File: config.mk
export PLATFORM = sky130hd
export DESIGN_NAME = fill_valve_arbiter
export DESIGN_NICKNAME = d
export VERILOG_FILES = /design/src/rtl/washer_pkg.sv /design/src/rtl/fill_valve_arbiter_rr_pick.sv /design/src/rtl/fill_valve_arbiter.sv
export SDC_FILE = /design/constraint.sdc
export NUM_CORES = 1
export LEC_CHECK = 0
export ABC_CLOCK_PERIOD_IN_PS = 2800
export BUFFER_PORTS_ARGS = -buffer_cell sky130_fd_sc_hd__buf_2
export CAP_MARGIN = 20
export CORE_AREA = 2 2 65 67
export CTS_BUF_LIST = sky130_fd_sc_hd__clkbuf_8
export DETAILED_ROUTE_END_ITERATION = 8
export DIE_AREA = 0 0 67 69
export PLACE_DENSITY_LB_ADDON = 0.3
export SKIP_CTS_REPAIR_TIMING = 1
export SLEW_MARGIN = 5
export SYNTH_ARGS = -nofsm -noshare
export SYNTH_HDL_FRONTEND = slang
export SYNTH_SLANG_ARGS = --single-unit
File: constraint.sdc
create_clock -name clk -period 2.8 [get_ports clk]
set_clock_uncertainty 0.1 [all_clocks]
set_input_delay 0.14 -clock clk [delete_from_list [all_inputs] [get_ports clk]]
set_output_delay 0.14 -clock clk [all_outputs]
set_load 0.02 [all_outputs]
File: src/rtl/washer_pkg.sv
// Shared definitions for the washer controllers: FSM state encodings,
// default tick counts and small elaboration-time helpers.
package washer_pkg;

  typedef enum logic [1:0] {
    ST_IDLE   = 2'd0,
    ST_GRANT  = 2'd1,
    ST_SETTLE = 2'd2
  } arb_state_e;

  // Washer timing defaults, all in units of the shared tick strobe
  localparam int WASH_TICKS_DEF     = 40;
  localparam int SPIN_TICKS_DEF     = 20;
  localparam int DRAIN_TICKS_DEF    = 10;
  localparam int FILL_GAP_TICKS_DEF = 2;
  localparam int FILL_MAX_TICKS_DEF = 6;

  function automatic int clog2(input int n);
    int r;
    r = 0;
    while ((1 << r) < n) r++;
    return r;
  endfunction

endpackage

File: src/rtl/fill_valve_arbiter_rr_pick.sv
// Combinational round-robin picker: first set request at or after ptr, wrapping.
// Shared by the valve arbiter and other single-resource arbiters.
module rr_pick #(
  parameter int N = 4,
  parameter int W = 2
) (
  input  logic [N-1:0] req,
  input  logic [W-1:0] ptr,
  output logic         valid,
  output logic [N-1:0] sel,
  output logic [W-1:0] idx
);

  function automatic logic [W-1:0] slot(input logic [W-1:0] p, input int i);
    return W'((int'(p) + i) % N);
  endfunction

  always_comb begin
    valid = 1'b0;
    sel   = '0;
    idx   = '0;
    for (int i = 0; i < N; i++) begin
      if (!valid && req[slot(ptr, i)]) begin
        valid             = 1'b1;
        sel[slot(ptr, i)] = 1'b1;
        idx               = slot(ptr, i);
      end
    end
  end

endmodule

File: src/rtl/fill_valve_arbiter.sv
// Round-robin arbiter for the shared water-inlet valve, with a settle gap between grants.
// Build macro FILL_TIMEOUT_EN: force-release grants held MAX_FILL_TICKS and flag them.
//
// state     | meaning
// ----------+--------------------------------------------------------
// ST_IDLE   | valve closed, arbitrating among unmasked requesters
// ST_GRANT  | one machine holds the valve, counting ticks of fill
// ST_SETTLE | valve closed, waiting GAP_TICKS for line pressure
module fill_valve_arbiter
  import washer_pkg::*;
#(
  parameter  int NUM_REQ        = 4,
  parameter  int GAP_TICKS      = FILL_GAP_TICKS_DEF,
  parameter  int MAX_FILL_TICKS = FILL_MAX_TICKS_DEF,
  parameter  int CNT_W          = 4,
  localparam int ID_W           = clog2(NUM_REQ)
) (
  input  logic               clk,
  input  logic               rst,
  input  logic               tick,
  input  logic [NUM_REQ-1:0] req,
  output logic [NUM_REQ-1:0] gnt,
  output logic [ID_W-1:0]    gnt_id,
  output logic               valve_open,
  output logic               busy,
  output logic [NUM_REQ-1:0] timeout_err
);

  if (CNT_W < clog2(GAP_TICKS + 1) || CNT_W < clog2(MAX_FILL_TICKS + 1)) begin : g_cnt_w_check
    $error("CNT_W too narrow for GAP_TICKS / MAX_FILL_TICKS");
  end

  arb_state_e         state_q, state_d;
  logic [CNT_W-1:0]   cnt_q, cnt_d, cnt_inc;
  logic [ID_W-1:0]    ptr_q, ptr_d, ptr_nxt;
  logic [NUM_REQ-1:0] gnt_d, err_d, req_arb;
  logic [ID_W-1:0]    gnt_id_d;
  logic               release_now;
  logic               pick_valid;
  logic [NUM_REQ-1:0] pick_sel;
  logic [ID_W-1:0]    pick_idx;

  // Timed-out machines stay out of arbitration until they drop req
  assign req_arb = req & ~timeout_err;

  rr_pick #(.N(NUM_REQ), .W(ID_W)) u_pick (
    .req   (req_arb),
    .ptr   (ptr_q),
    .valid (pick_valid),
    .sel   (pick_sel),
    .idx   (pick_idx)
  );

  always_ff @(posedge clk) begin
    if (rst) begin
      state_q     <= ST_IDLE;
      cnt_q       <= '0;
      ptr_q       <= '0;
      gnt         <= '0;
      gnt_id      <= '0;
      valve_open  <= 1'b0;
      busy        <= 1'b0;
      timeout_err <= '0;
    end else begin
      state_q     <= state_d;
      cnt_q       <= cnt_d;
      ptr_q       <= ptr_d;
      gnt         <= gnt_d;
      gnt_id      <= gnt_id_d;
      valve_open  <= |gnt_d;
      busy        <= (state_d != ST_IDLE);
      timeout_err <= err_d;
    end
  end

  always_comb begin
    state_d     = state_q;
    cnt_d       = cnt_q;
    ptr_d       = ptr_q;
    gnt_d       = gnt;
    gnt_id_d    = gnt_id;
    release_now = 1'b0;
    cnt_inc     = (&cnt_q) ? cnt_q : cnt_q + 1'b1;
    ptr_nxt     = (gnt_id == ID_W'(NUM_REQ - 1)) ? '0 : gnt_id + 1'b1;
`ifdef FILL_TIMEOUT_EN
    err_d       = timeout_err & (req | gnt);
`else
    err_d       = '0;
`endif

    case (state_q)
      ST_IDLE: begin
        if (pick_valid) begin
          state_d  = ST_GRANT;
          cnt_d    = '0;
          gnt_d    = pick_sel;
          gnt_id_d = pick_idx;
        end
      end
      ST_GRANT: begin
        // A release in the same cycle as a tick swallows that tick
        release_now = !req[gnt_id];
        if (!release_now && tick) begin
          cnt_d = cnt_inc;
`ifdef FILL_TIMEOUT_EN
          if (cnt_inc == CNT_W'(MAX_FILL_TICKS)) begin
            release_now   = 1'b1;
            err_d[gnt_id] = 1'b1;
          end
`endif
        end
        if (release_now) begin
          state_d  = ST_SETTLE;
          cnt_d    = '0;
          gnt_d    = '0;
          gnt_id_d = '0;
          ptr_d    = ptr_nxt;
        end
      end
      ST_SETTLE: begin
        if (tick) begin
          if (cnt_inc == CNT_W'(GAP_TICKS)) begin
            state_d = ST_IDLE;
            cnt_d   = '0;
          end else begin
            cnt_d = cnt_inc;
          end
        end
      end
      default: begin
        state_d  = ST_IDLE;
        cnt_d    = '0;
        gnt_d    = '0;
        gnt_id_d = '0;
        err_d    = '0;
      end
    endcase
  end

endmodule

==> metrics, run 1 <==
run status=complete, no violations; placer congestion estimate=0.886; H-tree Lvls=1; worst r2r src=ptr_q[1]; power density of the placed cells=550 mW/mm^2; aggregate global-route resource usage=14.0%; worst setup margin=0.288 ns; leakage=0.615 nW; diode insertion count for antenna repair=0; worst hold-check path type=in2reg; first-pass GRT wire length=5160 microns; r2r endpoint=valve_open; top-level port count=19; Placement Cell Area=0.00141 sq mm; Critical Setup Path Class=reg2reg; largest area contributor in the synthesized netlist=sky130_fd_sc_hd__dfxtp_1; maximum VDD drop=0.378 mV; slowest cell on the critical path=sky130_fd_sc_hd__ha_1; count of final hold-check violations=0; biggest fanout along the worst timing path=8; endpoints failing setup=0; number of remaining DRC errors=0; first-pass iteration count of the detailed router=5; maximum count of clock buffers along a single path=2; num rows=23; area share of xor/xnor cells in the synthesized design=0.657%; CTS clk-pin slew, worst paths=0.06 ns; Die Outline Area=0.00462 sq mm; distinct cell type count of the synthesized netlist=44; Synth Register Bits=16; highest attainable clock frequency=0.398 GHz; die height=69 microns; number of global-route vias before repair=1102; depth of the worst register-to-register path=8; Layout area overhead=10.1%; part of the Yosys area used for sequential elements=24.0%; die span in x=67 microns; total standard cell area after synthesis=0.00133 sq mm; Core Region=0.00391 sq mm; count of synthesis-stage warnings from yosys=0; clock root buffer master=sky130_fd_sc_hd__clkbuf_8; count of flip-flops with a built-in enable after synthesis=0; CP max stage delay=0.49 ns; filler instances=441; remaining antenna violation count after routing=0; Worst-Skew Late Latency=0.25 ns; Via-to-Cell Ratio=5.33; normalized max-slew margin=65.8%; starting density of the core=34.1%; ordered list of cells on the worst path=inv_1, ha_1, mux2i_2, mux2_1, o211ai_1, a31oi_1, a221oi_2, a41oi_1; fraction of final layout cells sized beyond drive strength 1=18.9%; final routed wirelength across all metal layers=3030 microns; count of pins over their slew limit=0; required time of the worst setup path=2.87 ns; setup slack on the worst flop-to-flop path=0.29 ns; CP arrival=2.58 ns; post-place setup slack=0.260 ns; drt wl/cell=13.5 microns; number of antenna violations at the first check in global routing=0; post-synthesis simple-gate area fraction=17.3%; clock tree from TritonCTS=done; Final Util=37.5%; post-layout total power=807 uW; fraction of the mapped netlist area in adder cells=13.1%; area fraction in compound gates after synthesis=28.7%; Tightest Pin Transition=0.513 ns; critical path endpoint=valve_open; fraction of post-synthesis cell area in the top cell type by area=24.0%; endpoint class of the critical path=flop; pin count of the biggest net entering global routing=17; fraction of synthesis flops using an asynchronous set or reset pin=0%; critical path startpoint category=flop; Critical Path Source=ptr_q[1]; starting DRC count in detailed routing=93; hpwl dp=2340 microns; residual overflow from global routing=0; main area contributors after synthesis=sky130_fd_sc_hd__dfxtp_1 24%, sky130_fd_sc_hd__ha_1 13%, sky130_fd_sc_hd__mux2i_1 5.3%; clock sinks=16; number of instances in the synthesized netlist=165; final critical-path share of the clock period=89.7%; cts bufs inserted=3; via count of the routed design=1199; post-synthesis area per instance=8.08 sq um; max_cap viols=0; mux contribution to synthesized area=7.79%; final period demand of the worst path=2.51 ns; Primary FF master, synth=sky130_fd_sc_hd__dfxtp_1; number of nets in the layout=197; Port Buffers=14; dominant combinational cell family by area after synthesis=compound AO/OA/AOI/OAI gates; Finished Cell Area=0.00147 sq mm
==> metrics by stage <==
| stage | hold WS (ns) | std cells | TNS [ns] |
|---|---|---|---|
| 2_1_floorplan | 0.109 | 168 | 0 |
| 3_3_place_gp | 0.321 | 221 | 0 |
| 3_5_place_dp | 0.309 | 221 | 0 |
| 4_1_cts | 0.0451 | 225 | 0 |
| 5_1_grt | 0.0594 | 225 | -0.00702 |
| 6_report | 0.0518 | 225 | 0 |
==> Yosys cell counts (3+ instances only) <==
cell	number
sky130_fd_sc_hd__o21ai_0	11
sky130_fd_sc_hd__mux2i_1	7
sky130_fd_sc_hd__ha_1	14
sky130_fd_sc_hd__a221oi_2	4
sky130_fd_sc_hd__buf_2	6
sky130_fd_sc_hd__nand2_1	12
sky130_fd_sc_hd__a21oi_1	11
sky130_fd_sc_hd__buf_4	4
sky130_fd_sc_hd__a31oi_1	5
sky130_fd_sc_hd__nand2b_1	3
sky130_fd_sc_hd__inv_1	8
sky130_fd_sc_hd__nor2_1	17
sky130_fd_sc_hd__nor3_1	3
sky130_fd_sc_hd__dfxtp_1	16
sky130_fd_sc_hd__o211ai_1	6
==> critical path: cells and delay by family (launching register included) <==
| family | cells | cell delay (ns) |
|---|---|---|
| adders and majority gates | 1 | 0.49 |
| buffers and inverters | 1 | 0.19 |
| muxes | 2 | 0.58 |
| DFF | 1 | 0.45 |
| AOI/OAI and AO/OA | 4 | 0.63 |
==> registers in the layout, summed over array words and instances (netlist names) <==
name,flops
ptr_q,2
gnt_id,2
valve_open,1
state_q,2
cnt_q,4
busy,1
gnt,4
==> kinds of logic after synthesis <==
group                      count (synthesis)
other                                      1
DFF                                       16
adders and majority gates                 14
and+or+nand+nor                           48
AOI/OAI and AO/OA                         54
muxes                                     10
buffers and inverters                     21
xor gates and xnor gates                   1
==> routing by layer <==
metal | part of all wire (%) | track usage [%] | wire length [microns] | vias up
met4 | 1.9 | 6.12 | 57 | 0
met3 | 4.8 | 2.28 | 146 | 6
li1 | - | - | - | 611
met2 | 44 | 19.9 | 1340 | 34
met1 | 49 | 20.3 | 1490 | 548
met5 | 0 | 0 | 0 | -
==> final cells by class <==
cell class	instances	area (sq um)	share of cell area, %
Multi-Input combinational cell	131	920	62.6
Sequential cell	16	320	21.8
Timing Repair Buffer	15	77.6	5.28
Tap cell	50	62.6	4.26
Clock buffer	4	55.1	3.75
Inverter	9	33.8	2.30
==> power breakdown <==
| part | internal [mW] | switching [mW] |
|---|---|---|
| clock | 0.125 | 0.0778 |
| sequential | 0.258 | 0.0252 |
| combinational | 0.122 | 0.200 |
| total | 0.504 | 0.303 |
==> how the worst min path moves through the flow <==
| stage | startpoint | end | slack [ns] | cells past startpoint |
|---|---|---|---|---|
| floorplan | rst | gnt_id[0] | 0.11 | 1 |
| global placement | rst | gnt_id[0] | 0.32 | 2 |
| detailed placement | rst | gnt_id[0] | 0.31 | 2 |
| CTS | rst | gnt_id[0] | 0.05 | 2 |
| global route | rst | gnt_id[0] | 0.06 | 2 |
| finish | rst | gnt_id[0] | 0.05 | 2 |
==> layout by cell type, fill, tap and decap left out, types with 5 or more instances in the layout <==
cell type,count
sky130_fd_sc_hd__nor2_1,17
sky130_fd_sc_hd__dfxtp_1,16
sky130_fd_sc_hd__ha_1,14
sky130_fd_sc_hd__buf_2,14
sky130_fd_sc_hd__nand2_1,12
sky130_fd_sc_hd__o21ai_0,11
sky130_fd_sc_hd__a21oi_1,11
sky130_fd_sc_hd__inv_1,8
sky130_fd_sc_hd__mux2i_1,6
sky130_fd_sc_hd__o211ai_1,6
sky130_fd_sc_hd__a31oi_1,5
(Power assumes the default switching activity.)
==> run 2: changes to the inputs <==
Settings changed: CORE_AREA 2 2 65 67 to 2 2 51 53, DIE_AREA 0 0 67 69 to 0 0 53 55.
==> run 2 against run 1 <==
Count of clock-buffer cells in the layout unchanged; register-to-register slack got worse by 0.11 ns; cell area shrank 1.8%; sequential cell count did not move; worst setup slack lost 0.11 ns; die area decreased by 37%; combinational power about the same; highest routed layer unchanged; sequential share of layout area rose by 0.40 points; wire length fell by 1.4%; clock power about the same; via count up 3.3%.
==> metrics, run 2 (synthesis gave the netlist of run 1 again) <==
via count of the routed design=1238 (+3.3%); num rows=18 (-22%); Layout area overhead=8.16%; leakage=0.613 nW (-0.40%); filler instances=224 (-49%); endpoint class of the critical path=flop; starting DRC count in detailed routing=30 (-68%); count of final hold-check violations=0 (unchanged); clock tree from TritonCTS=done; ordered list of cells on the worst path=inv_1, ha_2, mux2i_1, mux2_1, o211ai_1, a31oi_1, a221oi_2, a41oi_1; drt wl/cell=14.6 microns (+8.2%); Cell Count Post-Placement=201 (-9.0%); run status=complete, no violations; first-pass iteration count of the detailed router=4 (-1); cell depth of the worst hold path=2 (unchanged); depth of the worst register-to-register path=8 (unchanged); hpwl dp=2290 microns (-1.9%); maximum count of clock buffers along a single path=2 (unchanged); number of global-route vias before repair=1063 (-3.5%); slowest cell on the critical path=sky130_fd_sc_hd__dfxtp_1; Regs by FF count=cnt_q x4, gnt x4; CP arrival=2.68 ns (+0.10 ns); CP max stage delay=0.48 ns (about the same); number of nets in the layout=197 (unchanged); Critical Setup Path Class=reg2reg; first-pass GRT wire length=4500 microns (-13%); fraction of final layout cells sized beyond drive strength 1=18.9% (unchanged); clock root buffer master=sky130_fd_sc_hd__clkbuf_8; placer congestion estimate=0.826 (-6.8%); die span in x=53 microns (-21%); worst hold start=rst; final critical-path share of the clock period=93.6% (+3.9 points); power density of the placed cells=557 mW/mm^2 (+1.3%); final routed wirelength across all metal layers=2990 microns (-1.4%); worst min-delay path endpoint=gnt_id[1]; Core Region=0.00236 sq mm (-40%); max_cap viols=0 (unchanged); Via-to-Cell Ratio=6.04 (+13%); CTS clk-pin slew, worst paths=0.06 ns (about the same); maximum VDD drop=0.474 mV (+26%); Finished Cell Area=0.00144 sq mm (-1.8%); highest attainable clock frequency=0.381 GHz (-4.2%); commonest cells after routing, fill and taps aside=17 x sky130_fd_sc_hd__nor2_1, 16 x sky130_fd_sc_hd__dfxtp_1, 14 x sky130_fd_sc_hd__buf_2, 13 x sky130_fd_sc_hd__ha_1, 12 x sky130_fd_sc_hd__nand2_1; residual overflow from global routing=0 (unchanged); count of pins over their slew limit=0 (unchanged); starting density of the core=56.4% (+22 points); H-tree Lvls=1 (unchanged); number of remaining DRC errors=0 (unchanged); critical path startpoint category=flop; aggregate global-route resource usage=21.0% (+7.0 points); leading cell type in the layout, fill and taps excluded=sky130_fd_sc_hd__nor2_1; worst hold-check path type=in2reg; final period demand of the worst path=2.62 ns (+0.109 ns); total negative slack for setup checks=0 ns (unchanged); top-level port count=19 (unchanged); Die Outline Area=0.00292 sq mm (-37%); hold slack=0.0509 ns (-0.000840 ns); number of antenna violations at the first check in global routing=0 (unchanged); clock sinks=16 (unchanged); Placement Cell Area=0.00139 sq mm (-1.8%); remaining antenna violation count after routing=0 (unchanged); Storage cell area=320 sq um (unchanged); setup slack on the worst flop-to-flop path=0.18 ns (-0.11 ns); die height=55 microns (-20%); number of standard cells in the layout, taps in and fillers out=205 (-8.9%); r2r endpoint=valve_open; RSZ-0062 raised after global routing=false; multi-input combinational cell area=918 sq um (-0.14%); pin count of the biggest net entering global routing=17 (unchanged); endpoints failing setup=0 (unchanged); Final Util=61.0% (+23 points); diode insertion count for antenna repair=0 (unchanged); cts bufs inserted=3 (unchanged); required time of the worst setup path=2.86 ns (about the same); worst r2r src=ptr_q[1]; Port Buffers=14 (unchanged); Worst-Skew Late Latency=0.25 ns (about the same); biggest fanout along the worst timing path=8 (unchanged)
==> run 2: layout make-up <==
class / instances / area share, %
Tap cell: 30 / 2.60
Clock buffer: 4 / 3.82
Sequential cell: 16 / 22.2
Timing Repair Buffer: 15 / 5.38
Multi-Input combinational cell: 131 / 63.7
Inverter: 9 / 2.34
==> run 2: per-layer routing <==
| layer | part of all wire, % | vias to the layer above | global-route usage (%) |
|---|---|---|---|
| met1 | 46 | 593 | 27.0 |
| met4 | 2.2 | 0 | 12.4 |
| met5 | 0 | - | 0 |
| li1 | - | 611 | - |
| met2 | 49 | 24 | 34.6 |
| met3 | 2.7 | 10 | 1.61 |
==> run 2: critical path, delay by kind of cell (launching register included) <==
kind                       cells  cell delay [ns]
buffers and inverters          1             0.20
adders and majority gates      1             0.46
muxes                          2             0.61
DFF                            1             0.48
AOI/OAI and AO/OA              4             0.69
==> run 2: through the flow <==
stage	setup slack (ns)	power [mW]
after global routing	0.0167	0.856
after floorplan	0.337	0.534
after CTS	0.181	0.802
after global placement	0.425	0.594
after detailed placement	0.211	0.603
final	0.179	0.803
==> run 2: worst max path at each step <==
stage	startpoint	slack [ns]	endpoint	cells after the start
6_report	ptr_q[1]	0.18	valve_open	8
5_1_grt	ptr_q[1]	0.02	valve_open	8
4_1_cts	ptr_q[1]	0.18	valve_open	8
3_5_place_dp	ptr_q[1]	0.21	valve_open	8
3_3_place_gp	ptr_q[1]	0.42	valve_open	8
2_1_floorplan	ptr_q[0]	0.34	valve_open	11
==> run 2: report_power, final <==
group / internal [mW] / leakage [nW] / switching [mW] / total (mW)
Clock: 0.125 / 0.0288 / 0.0754 / 0.200
Sequential: 0.258 / 0.131 / 0.0255 / 0.283
Combinational: 0.122 / 0.453 / 0.198 / 0.320
Total: 0.504 / 0.613 / 0.299 / 0.803
==> run 3: changes to the inputs <==
--- a/config.mk
+++ b/config.mk
@@ -11,7 +11,9 @@
 export CORE_AREA = 2 2 51 53
 export CTS_BUF_LIST = sky130_fd_sc_hd__clkbuf_8
+export CTS_CLUSTER_SIZE = 25
 export DETAILED_ROUTE_END_ITERATION = 8
 export DIE_AREA = 0 0 53 55
 export PLACE_DENSITY_LB_ADDON = 0.3
+export SETUP_SLACK_MARGIN = 0.3
 export SKIP_CTS_REPAIR_TIMING = 1
 export SLEW_MARGIN = 5
==> constraint.sdc (replaced) <==
create_clock -name clk -period 2.8 [get_ports clk]
set_clock_uncertainty 0.1 [all_clocks]
set_input_delay 0.14 -clock clk [delete_from_list [all_inputs] [get_ports clk]]
set_output_delay 0.14 -clock clk [all_outputs]
set_load 0.1 [all_outputs]
==> run 3 against run 2 <==
Sequential power barely moved; critical path depth unchanged; worst hold slack worse by 0.0041 ns; total power grew 18%; wire length down 0.40%; sequential share of layout area shrank 0.20 points; via count down 0.48%; sequential cell count unchanged; worst setup slack improved by 0.26 ns; combinational power up 46%; core utilization increased by 0.79 points.
==> metrics, run 3 (synthesis gave the netlist of run 1 again) <==
Placement Cell Area=0.00139 sq mm (unchanged); remaining antenna violation count after routing=0 (unchanged); cell depth of the worst hold path=2 (unchanged); placer congestion estimate=0.826 (unchanged); num rows=18 (unchanged); drt wl/cell=14.5 microns (-0.40%); pin count of the biggest net entering global routing=17 (unchanged); Finished Cell Area=0.00146 sq mm (+1.3%); die height=55 microns (unchanged); via count of the routed design=1232 (-0.48%); total negative slack for setup checks=0 ns (unchanged); clock tree from TritonCTS=done; die span in x=53 microns (unchanged); Die Outline Area=0.00292 sq mm (unchanged); Via-to-Cell Ratio=6.01 (-0.48%); count of final hold-check violations=0 (unchanged); setup slack on the worst flop-to-flop path=0.44 ns (+0.26 ns); number of antenna violations at the first check in global routing=0 (unchanged); final routed wirelength across all metal layers=2980 microns (-0.40%); CP arrival=2.42 ns (-0.26 ns); worst r2r src=ptr_q[1]; Worst-Skew Late Latency=0.25 ns (about the same); maximum count of clock buffers along a single path=2 (unchanged); diode insertion count for antenna repair=0 (unchanged); biggest fanout along the worst timing path=8 (unchanged); number of remaining DRC errors=0 (unchanged); run status=complete, no violations; H-tree Lvls=1 (unchanged); number of global-route vias before repair=1063 (unchanged); worst min-delay path endpoint=ptr_q[1]; leakage=0.618 nW (+0.92%); first-pass GRT wire length=4500 microns (unchanged); final critical-path share of the clock period=84.3% (-9.3 points); count of pins over their slew limit=0 (unchanged); starting density of the core=56.4% (unchanged); worst hold start=rst; clock sinks=16 (unchanged); required time of the worst setup path=2.86 ns (about the same); top-level port count=19 (unchanged); commonest cells after routing, fill and taps aside=17 x sky130_fd_sc_hd__nor2_1, 15 x sky130_fd_sc_hd__dfxtp_1, 14 x sky130_fd_sc_hd__buf_2, 13 x sky130_fd_sc_hd__ha_1, 12 x sky130_fd_sc_hd__nand2_1; Critical Setup Path Class=reg2reg; RSZ-0062 raised after global routing=false; endpoints failing setup=0 (unchanged); final period demand of the worst path=2.36 ns (-0.260 ns); cts bufs inserted=3 (unchanged); critical path startpoint category=flop; hpwl dp=2290 microns (unchanged); endpoint class of the critical path=flop; first-pass iteration count of the detailed router=5 (+1); aggregate global-route resource usage=21.0% (unchanged); clock root buffer master=sky130_fd_sc_hd__clkbuf_8; r2r endpoint=valve_open; fraction of final layout cells sized beyond drive strength 1=20.6% (+1.7 points); CTS clk-pin slew, worst paths=0.06 ns (about the same); post-layout total power=950 uW (+18%); starting DRC count in detailed routing=26 (-13%); worst hold-check path type=in2reg; Port Buffers=14 (unchanged); maximum VDD drop=0.594 mV (+25%); power density of the placed cells=650 mW/mm^2 (+17%); leading cell type in the layout, fill and taps excluded=sky130_fd_sc_hd__nor2_1; max_cap viols=0 (unchanged); Layout area overhead=9.57%; number of nets in the layout=197 (unchanged); Regs by FF count=cnt_q x4, gnt x4; highest attainable clock frequency=0.423 GHz (+11%); residual overflow from global routing=0 (unchanged); Core Region=0.00236 sq mm (unchanged); depth of the worst register-to-register path=8 (unchanged)
run 3: layout make-up:
type,instances,area [sq um]
Inverter,9,33.8
Timing Repair Buffer,15,77.6
Tap cell,30,37.5
Clock buffer,4,55.1
Sequential cell,16,322
Multi-Input combinational cell,131,936
Fill cell,221,903
run 3: worst max-delay path, cell delays in order, from the launching register on:
cell and delay, ns:
sky130_fd_sc_hd__dfxtp_2 0.40, sky130_fd_sc_hd__inv_1 0.17, sky130_fd_sc_hd__ha_4 0.37, sky130_fd_sc_hd__mux2i_2 0.31, sky130_fd_sc_hd__mux2_1 0.24, sky130_fd_sc_hd__o211ai_1 0.11, sky130_fd_sc_hd__a31oi_1 0.24, sky130_fd_sc_hd__a221oi_2 0.07
sky130_fd_sc_hd__a41oi_1 0.25
run 3: per-layer routing:
metal	track usage [%]	wire (microns)
met1	27.0	1350
met2	34.6	1460
met3	1.61	96
met4	12.4	67
met5	0	0
run 3: through the flow:
step	util [%]	instances	setup slack, ns	hold WS [ns]
floorplan	-	168	0.332	0.109
global placement	58.6	201	0.425	0.297
detailed placement	58.6	201	0.211	0.310
CTS	60.9	205	0.181	0.0526
global route	61.8	205	0.304	0.0650
finish	61.8	205	0.439	0.0468
run 3: where the power goes:
| part | internal, mW | switching [mW] |
|---|---|---|
| combinational | 0.129 | 0.339 |
| sequential | 0.258 | 0.0255 |
| clock | 0.125 | 0.0753 |
run 3: how the worst max path moves through the flow:
| stage | from | endpoint | slack (ns) | cells after the start |
|---|---|---|---|---|
| floorplan | ptr_q[0] | valve_open | 0.33 | 11 |
| global placement | ptr_q[1] | valve_open | 0.42 | 8 |
| detailed placement | ptr_q[1] | valve_open | 0.21 | 8 |
| CTS | ptr_q[1] | valve_open | 0.18 | 8 |
| global route | ptr_q[1] | valve_open | 0.30 | 8 |
| finish | ptr_q[1] | valve_open | 0.44 | 8 |
